<file path="config.mk">
export PLATFORM = sky130hd
export DESIGN_NAME = instruction_store
export DESIGN_NICKNAME = d
export VERILOG_FILES = /design/src/rtl/instruction_store.sv
export SDC_FILE = /design/constraint.sdc
export NUM_CORES = 2
export LEC_CHECK = 0
export BUFFER_PORTS_ARGS = -buffer_cell sky130_fd_sc_hd__buf_2
export CAP_MARGIN = 20
export CORE_MARGIN = 5
export CORE_UTILIZATION = 52
export CTS_BUF_LIST = sky130_fd_sc_hd__clkbuf_2
export CTS_CLUSTER_SIZE = 28
export DETAILED_ROUTE_END_ITERATION = 8
export PLACE_DENSITY = 0.64
export SLEW_MARGIN = 10
export SYNTH_ARGS = -nofsm -noshare
export SYNTH_HDL_FRONTEND = slang
export SYNTH_SLANG_ARGS = --single-unit
</file>
<file path="constraint.sdc">
create_clock -name clk -period 12.9 [get_ports clk]
set_input_delay 2.58 -clock clk [delete_from_list [all_inputs] [get_ports clk]]
set_output_delay 2.58 -clock clk [all_outputs]
set_load 0.02 [all_outputs]
</file>
<file path="src/rtl/instruction_store.sv">
// instruction_store: on-chip instruction memory. After reset it zeroes itself one word per cycle
// (CLEAR), then serves single-cycle-latency fetches (READY). It can also be loaded at runtime
// (PROGRAM).
//
// Ports
//   clk, rst_n   clock, asynchronous active-low reset
//   fetch_req    read request for the word at pc (served only in READY)
//   pc           fetch address
//   instruction  registered fetched word, held between fetches
//   instr_valid  one-cycle pulse when instruction has been updated
//   fetch_fault  one-cycle pulse on an out-of-range fetch or program write
//   prog_en      request / hold program mode
//   prog_we      program write strobe (PROGRAM only)
//   prog_addr    program write address
//   prog_data    program write data
//   busy         registered, high while in CLEAR or PROGRAM
//
// Addresses at or above DEPTH are out of range; 2**ADDR_WIDTH must be >= DEPTH.
module instruction_store #(
    parameter int unsigned INSTR_WIDTH = 8,
    parameter int unsigned DEPTH       = 256,
    parameter int unsigned ADDR_WIDTH  = 8
) (
    input  logic                   clk,
    input  logic                   rst_n,
    input  logic                   fetch_req,
    input  logic [ADDR_WIDTH-1:0]  pc,
    output logic [INSTR_WIDTH-1:0] instruction,
    output logic                   instr_valid,
    output logic                   fetch_fault,
    input  logic                   prog_en,
    input  logic                   prog_we,
    input  logic [ADDR_WIDTH-1:0]  prog_addr,
    input  logic [INSTR_WIDTH-1:0] prog_data,
    output logic                   busy
);

    // One extra bit so the range limit itself fits (DEPTH may equal 2**ADDR_WIDTH).
    localparam logic [ADDR_WIDTH:0]   DEPTH_L = (ADDR_WIDTH+1)'(DEPTH);
    localparam logic [ADDR_WIDTH-1:0] LAST_L  = ADDR_WIDTH'(DEPTH - 1);

    typedef enum logic [1:0] {
        ST_CLEAR   = 2'd0,
        ST_READY   = 2'd1,
        ST_PROGRAM = 2'd2
    } state_e;

    state_e                 state_q, state_d;
    logic [ADDR_WIDTH-1:0]  clr_cnt_q, clr_cnt_d;
    logic [INSTR_WIDTH-1:0] instr_q, instr_d;
    logic                   valid_q, valid_d;
    logic                   fault_q, fault_d;
    logic                   busy_q, busy_d;

    logic                   mem_we_c;
    logic [ADDR_WIDTH-1:0]  mem_waddr_c;
    logic [INSTR_WIDTH-1:0] mem_wdata_c;

    logic [INSTR_WIDTH-1:0] mem_q [DEPTH];

    logic pc_ok_c;
    logic waddr_ok_c;

    assign pc_ok_c    = ({1'b0, pc} < DEPTH_L);
    assign waddr_ok_c = ({1'b0, prog_addr} < DEPTH_L);

    // State register and registered outputs.
    always_ff @(posedge clk or negedge rst_n) begin
        if (!rst_n) begin
            state_q   <= ST_CLEAR;
            clr_cnt_q <= '0;
            instr_q   <= '0;
            valid_q   <= 1'b0;
            fault_q   <= 1'b0;
            busy_q    <= 1'b1;
        end else begin
            state_q   <= state_d;
            clr_cnt_q <= clr_cnt_d;
            instr_q   <= instr_d;
            valid_q   <= valid_d;
            fault_q   <= fault_d;
            busy_q    <= busy_d;
        end
    end

    // Next-state, memory write port and output logic.
    always_comb begin
        state_d     = state_q;
        clr_cnt_d   = clr_cnt_q;
        instr_d     = instr_q;
        valid_d     = 1'b0;
        fault_d     = 1'b0;
        mem_we_c    = 1'b0;
        mem_waddr_c = clr_cnt_q;
        mem_wdata_c = '0;

        case (state_q)
            ST_CLEAR: begin
                // Sweep addresses 0..DEPTH-1 writing zero; all requests ignored.
                mem_we_c = 1'b1;
                if (clr_cnt_q == LAST_L) begin
                    clr_cnt_d = '0;
                    state_d   = ST_READY;
                end else begin
                    clr_cnt_d = clr_cnt_q + ADDR_WIDTH'(1);
                end
            end
            ST_READY: begin
                if (fetch_req) begin
                    if (pc_ok_c) begin
                        instr_d = mem_q[pc];
                        valid_d = 1'b1;
                    end else begin
                        fault_d = 1'b1;
                    end
                end
                if (prog_en) begin
                    state_d = ST_PROGRAM;
                end
            end
            ST_PROGRAM: begin
                // The write in the exit cycle still lands, so the first fetch
                // back in READY sees it.
                if (prog_we) begin
                    if (waddr_ok_c) begin
                        mem_we_c    = 1'b1;
                        mem_waddr_c = prog_addr;
                        mem_wdata_c = prog_data;
                    end else begin
                        fault_d = 1'b1;
                    end
                end
                if (!prog_en) begin
                    state_d = ST_READY;
                end
            end
            default: begin
                state_d = ST_CLEAR;
            end
        endcase

        busy_d = (state_d != ST_READY);
    end

    // Storage array; contents are only defined after a CLEAR sweep completes.
    always_ff @(posedge clk) begin
        if (mem_we_c) begin
            mem_q[mem_waddr_c] <= mem_wdata_c;
        end
    end

    assign instruction = instr_q;
    assign instr_valid = valid_q;
    assign fetch_fault = fault_q;
    assign busy        = busy_q;

endmodule

</file>
After elaboration in Yosys (flattened, before gate mapping) --
Memories as Yosys holds them, arrays and structs flattened. A register that Yosys moved wholly into a read port is not among the register bits. Index checks and enable logic that the tools add are counted.
Word-level totals: bits in writable memories 2048, bits of input ports 29, memories kept 1, register bits 12, output and inout port bits 11, word-level logic and storage cells 28
Memories:
- mem_q | depth 256, width 8, rd ports 1, clocked after memory_dff 1, wr ports 1, line 59 | logic [INSTR_WIDTH-1:0] mem_q [DEPTH];
Cells by class: equality and inequality tests 4, reduce and logical (&&, ||, !) cells 3, add/subtract/negate cells 1, mux-type cells 15
Operators with widths (number):
- 8-bit two-way mux | 5
- 8-bit by 1-bit adder with 8-bit output, second input constant | 1
- 8-bit == test, second input constant | 1
- 2-bit two-way mux | 3
- 2-bit one-hot mux with 3 select lines | 1
- 1-bit two-way mux | 5
- 2-bit by 1-bit == test with 1-bit output, second input constant | 1
- 2-bit == test, second input constant | 1
- 2-bit logical NOT | 1
- 2-bit by 1-bit inequality test with 1-bit output, second input constant | 1
- 1-bit one-hot mux with 2 select lines | 1
- 2-bit AND reduction | 1
- 1-bit logical NOT | 1

Depth between registers and ports, before layout --
word-level depth 4, depth in mapped cells 12, depth with buffers taken out 7

Worst setup path before layout --
OpenSTA, ideal clock, no wires.
path type input-to-reg, start point input prog_we, end point memory mem_q[0][0] (data pin), setup slack 5.504 ns, buffers on the path 1, arrival 6.526 ns, data required time 12.031 ns, stages on the path 4, cells stage by stage nand2_1 nor2_1 clkbuf_1 and2_1
Between the ends: longest elaborated chain between the ends 2
RTL lines:
- from (decl) | line 32 | input logic prog_we,
- 8-bit two-way mux | line 124 | if (prog_we) begin
- 8-bit two-way mux | line 97 | case (state_q)
- net mem_wdata_c[0] | line 57 | logic [INSTR_WIDTH-1:0] mem_wdata_c;
- to (decl) | line 59
The timed path passes the listed nets, and every way through them passes these cells.

==> flow_summary.yaml <==
status:
  status: "finished, final reports clean"
synthesis:
  yosys-mux-area-fraction: 0.146
  synthesis.area_per_instance_um2: 20.3
  synth_top_cell_area_share: 0.755
  synth.ff_latch_count: 2068
  number_of_nets_produced_by_synthesis: 4035
  synth.area.top_cells: "edfxtp_1 (76%), mux4_2 (8.8%), mux2i_1 (3.5%)"
  synth_fa_ha_area_frac: 0.000154
  synthXorXnorAreaFrac: 0.000323
  synth_edf_count: 2048
  synth.cells.most_frequent: "edfxtp_1 (2,048), mux4_2 (317), mux2i_1 (288)"
  synth_largest_area_cell: "edfxtp_1"
  synth-simple-area-share: 0.0307
  synth_cells: 4005
  post-synth-top-count-cell: "edfxtp_1"
  synth-seq-area-share: 0.761
  compound_cell_area_share_of_the_yosys_netlist: 0.0381
  synth-warning-count: 0
  synth_top_family_by_area: "multiplexers"
  synth_flop_cell: "edfxtp_1"
  ffs_w_async_s_r_synth: 0.00967
  post_synth_instance_area_mm2: 0.0814
  cell_variety_after_synth: 75
floorplan:
  dieArea_mm2: 0.165
  initial_utilization: 0.522
  die_w_um: 406
  ios: 40
  num_rows: 145
  die_h_um: 406
  core_footprint_mm2: 0.156
drt:
  detail_route.wirelength_um: 210000
  drc: 0
  firstDrtPassIters: 6
  drt-vias-per-instance: 6.29
  detailroute.via_count: 42900
  drtIter0Drc: 5140
  wl_per_cell_um: 30.9
  postRouteAntennaNets: 0
clock_tree:
  cts_tree: "built"
  root_buffer_selected_by_cts: "clkbuf_2"
  clkLatencyLatePin_ns: 1.81
  cts-root-to-sink-buffers: 4
  post_cts_hold_buffer_count: 0
  cts_sinks: 2068
  clk_pin_slew_worst_paths_ns: 0.10
  cts.repair_timing.setup_buffer_count: 0
  htreeDepth: 6
  cts-buffers-inserted: 534
  post_cts_resized: 0
critical_path:
  crit_chain: "buf_8, buf_4, buf_12, mux4_1, mux4_2, o21ai_0, a31oi_1, o221ai_1, o311ai_1"
  reg2reg_depth: 7
  critPathCaptureType: "flip-flop"
  slowest_cell_on_crit_path: "mux4_1"
  cp_data_required_time_ns: 14.52
  rr_endpoint: "mem_q[179][3]"
  worst-setup-path-type: "input port to flip-flop"
  crit-reg2reg-launch: "state_q[1]"
  cp-startpoint: "pc[0]"
  worst-path-max-fanout: 77
  ff2ff_setup_slack_ns: 8.81
  cpPeakStageDelay_ns: 0.75
  timing.critical_path.arrival_ns: 6.85
  crit_path_start_kind: "input port"
sta:
  timing.fmax_ghz: 0.191
  max_slew.worst_pin.slew_ns: 1.26
  setup_tns_ns: 0
  hold_viol_final: 0
  finalCritPeriodShare: 0.405
  report.final.setup_viol: 0
  fin_crit_ns: 5.22
  timing.max_slew.rel_slack: 0.161
  fin_skew_ns: 0.190
  grt_setup_unrepaired: "false"
  final_max_slew_viol_count: 0
final_layout:
  drive_gt1_frac: 0.266
  layout.nets: 4443
  syn2layout_area_growth_pct: 7.57
pwr:
  fin_total_pwr_mw: 11.8
  leakagePower_nw: 23.6
  vdd_drop_max_v: 0.0000885
  ratio_of_total_power_to_cell_area_mw_per_mm2: 135
global_routing:
  first_global_vias: 42700
  grt_first_pass_wirelength_um: 301000
  globalRouteOverflowTotal: 0
  initial_antenna_violation_count: 20
  grt_util_all_layers: 0.257
  grt_max_degree: 240
place:
  hpwl_after_detailed_placement_um: 125000
  finalWeightedCongestion: 0.863
  buffer_ports.inserted: 38
hold_path:
  hold_path_startpoint: "clr_cnt_q[7]"
  whs_endpoint: "clr_cnt_q[7]"
  hold_depth: 1
  hp-class: "flip-flop to flip-flop"
flow_run:
  cap_violations: 0
-- flip-flops by register name, indices dropped and copies added (netlist names) --
signal	flops
busy	1
state_q	2
instr_valid	1
clr_cnt_q	8
instruction	8
mem_q	2048
-- worst max path at each step --
stage,endpoint,cells past startpoint
6_report,instruction[5],9
5_1_grt,instruction[1],1
4_1_cts,instruction[1],1
3_5_place_dp,instruction[5],9
3_3_place_gp,instruction[5],9
2_1_floorplan,mem_q[0][0],4
-- cell type report --
| cell class | instances | area [µm²] |
|---|---|---|
| Antenna cell | 19 | 47.5 |
| Multi-Input combinational cell | 1691 | 17600 |
| Inverter | 5 | 21.3 |
| Fill cell | 12000 | 68400 |
| Tap cell | 2058 | 2570 |
| Sequential cell | 2068 | 62000 |
| Clock buffer | 754 | 3770 |
| Clock inverter | 112 | 591 |
| Timing Repair Buffer | 113 | 973 |
-- power breakdown --
part           internal [mW]  switching, mW  leakage [nW]
registers               7.26              0          14.4
logic                  0.113          0.231          5.73
clock network           1.67           2.53          3.43
-- worst max-delay path: cells and delay by family --
family          cells  cell delay, ns
buf+inv             3            1.74
mux                 2            1.31
compound gates      4            1.02
-- metrics by stage --
stage	std cells	hold WS [ns]	util	worst slack, ns	cell area (µm²)
2_1_floorplan	4005	0.508	-	5.50	81400
3_3_place_gp	5926	0.557	0.532	5.80	83000
3_5_place_dp	5932	0.565	0.533	5.76	83100
4_1_cts	6798	0.585	0.561	7.47	87500
5_1_grt	6811	0.601	0.561	7.46	87600
6_report	6820	0.596	0.561	7.68	87600
-- cell families (layout without fill, tap and decap cells) --
| logic type | count (synthesis) | count (layout) |
|---|---|---|
| DFF | 2068 | 2068 |
| muxes | 677 | 677 |
| and+or+nand+nor | 569 | 569 |
| AOI/OAI and AO/OA | 440 | 440 |
| buffers and inverters | 246 | 984 |
| xor gates and xnor gates | 3 | 3 |
| adders and majority gates | 1 | 1 |
| other | 1 | 20 |
-- per-layer routing --
layer / share of wire / global-route usage / vias up
met4: 0.030 / 0.0894 / 8
met2: 0.45 / 0.373 / 2439
li1: - / - / 17800
met5: 0.00025 / 0 / -
met3: 0.11 / 0.0761 / 361
met1: 0.41 / 0.376 / 22300
-- cell usage in the layout (no fill, tap or decap), types with 53 or more instances in the layout --
| master | Yosys | final |
|---|---|---|
| buf_4 | 19 | 58 |
| o22ai_1 | 104 | 104 |
| nand2_1 | 139 | 138 |
| mux4_2 | 317 | 317 |
| mux2i_1 | 288 | 288 |
| mux4_1 | 68 | 68 |
| edfxtp_1 | 2048 | 2048 |
| nor2_1 | 276 | 274 |
| clkbuf_2 | 0 | 754 |
| a21oi_1 | 53 | 53 |
| clkinv_1 | 1 | 86 |
Power figures use the tool's default switching activity.
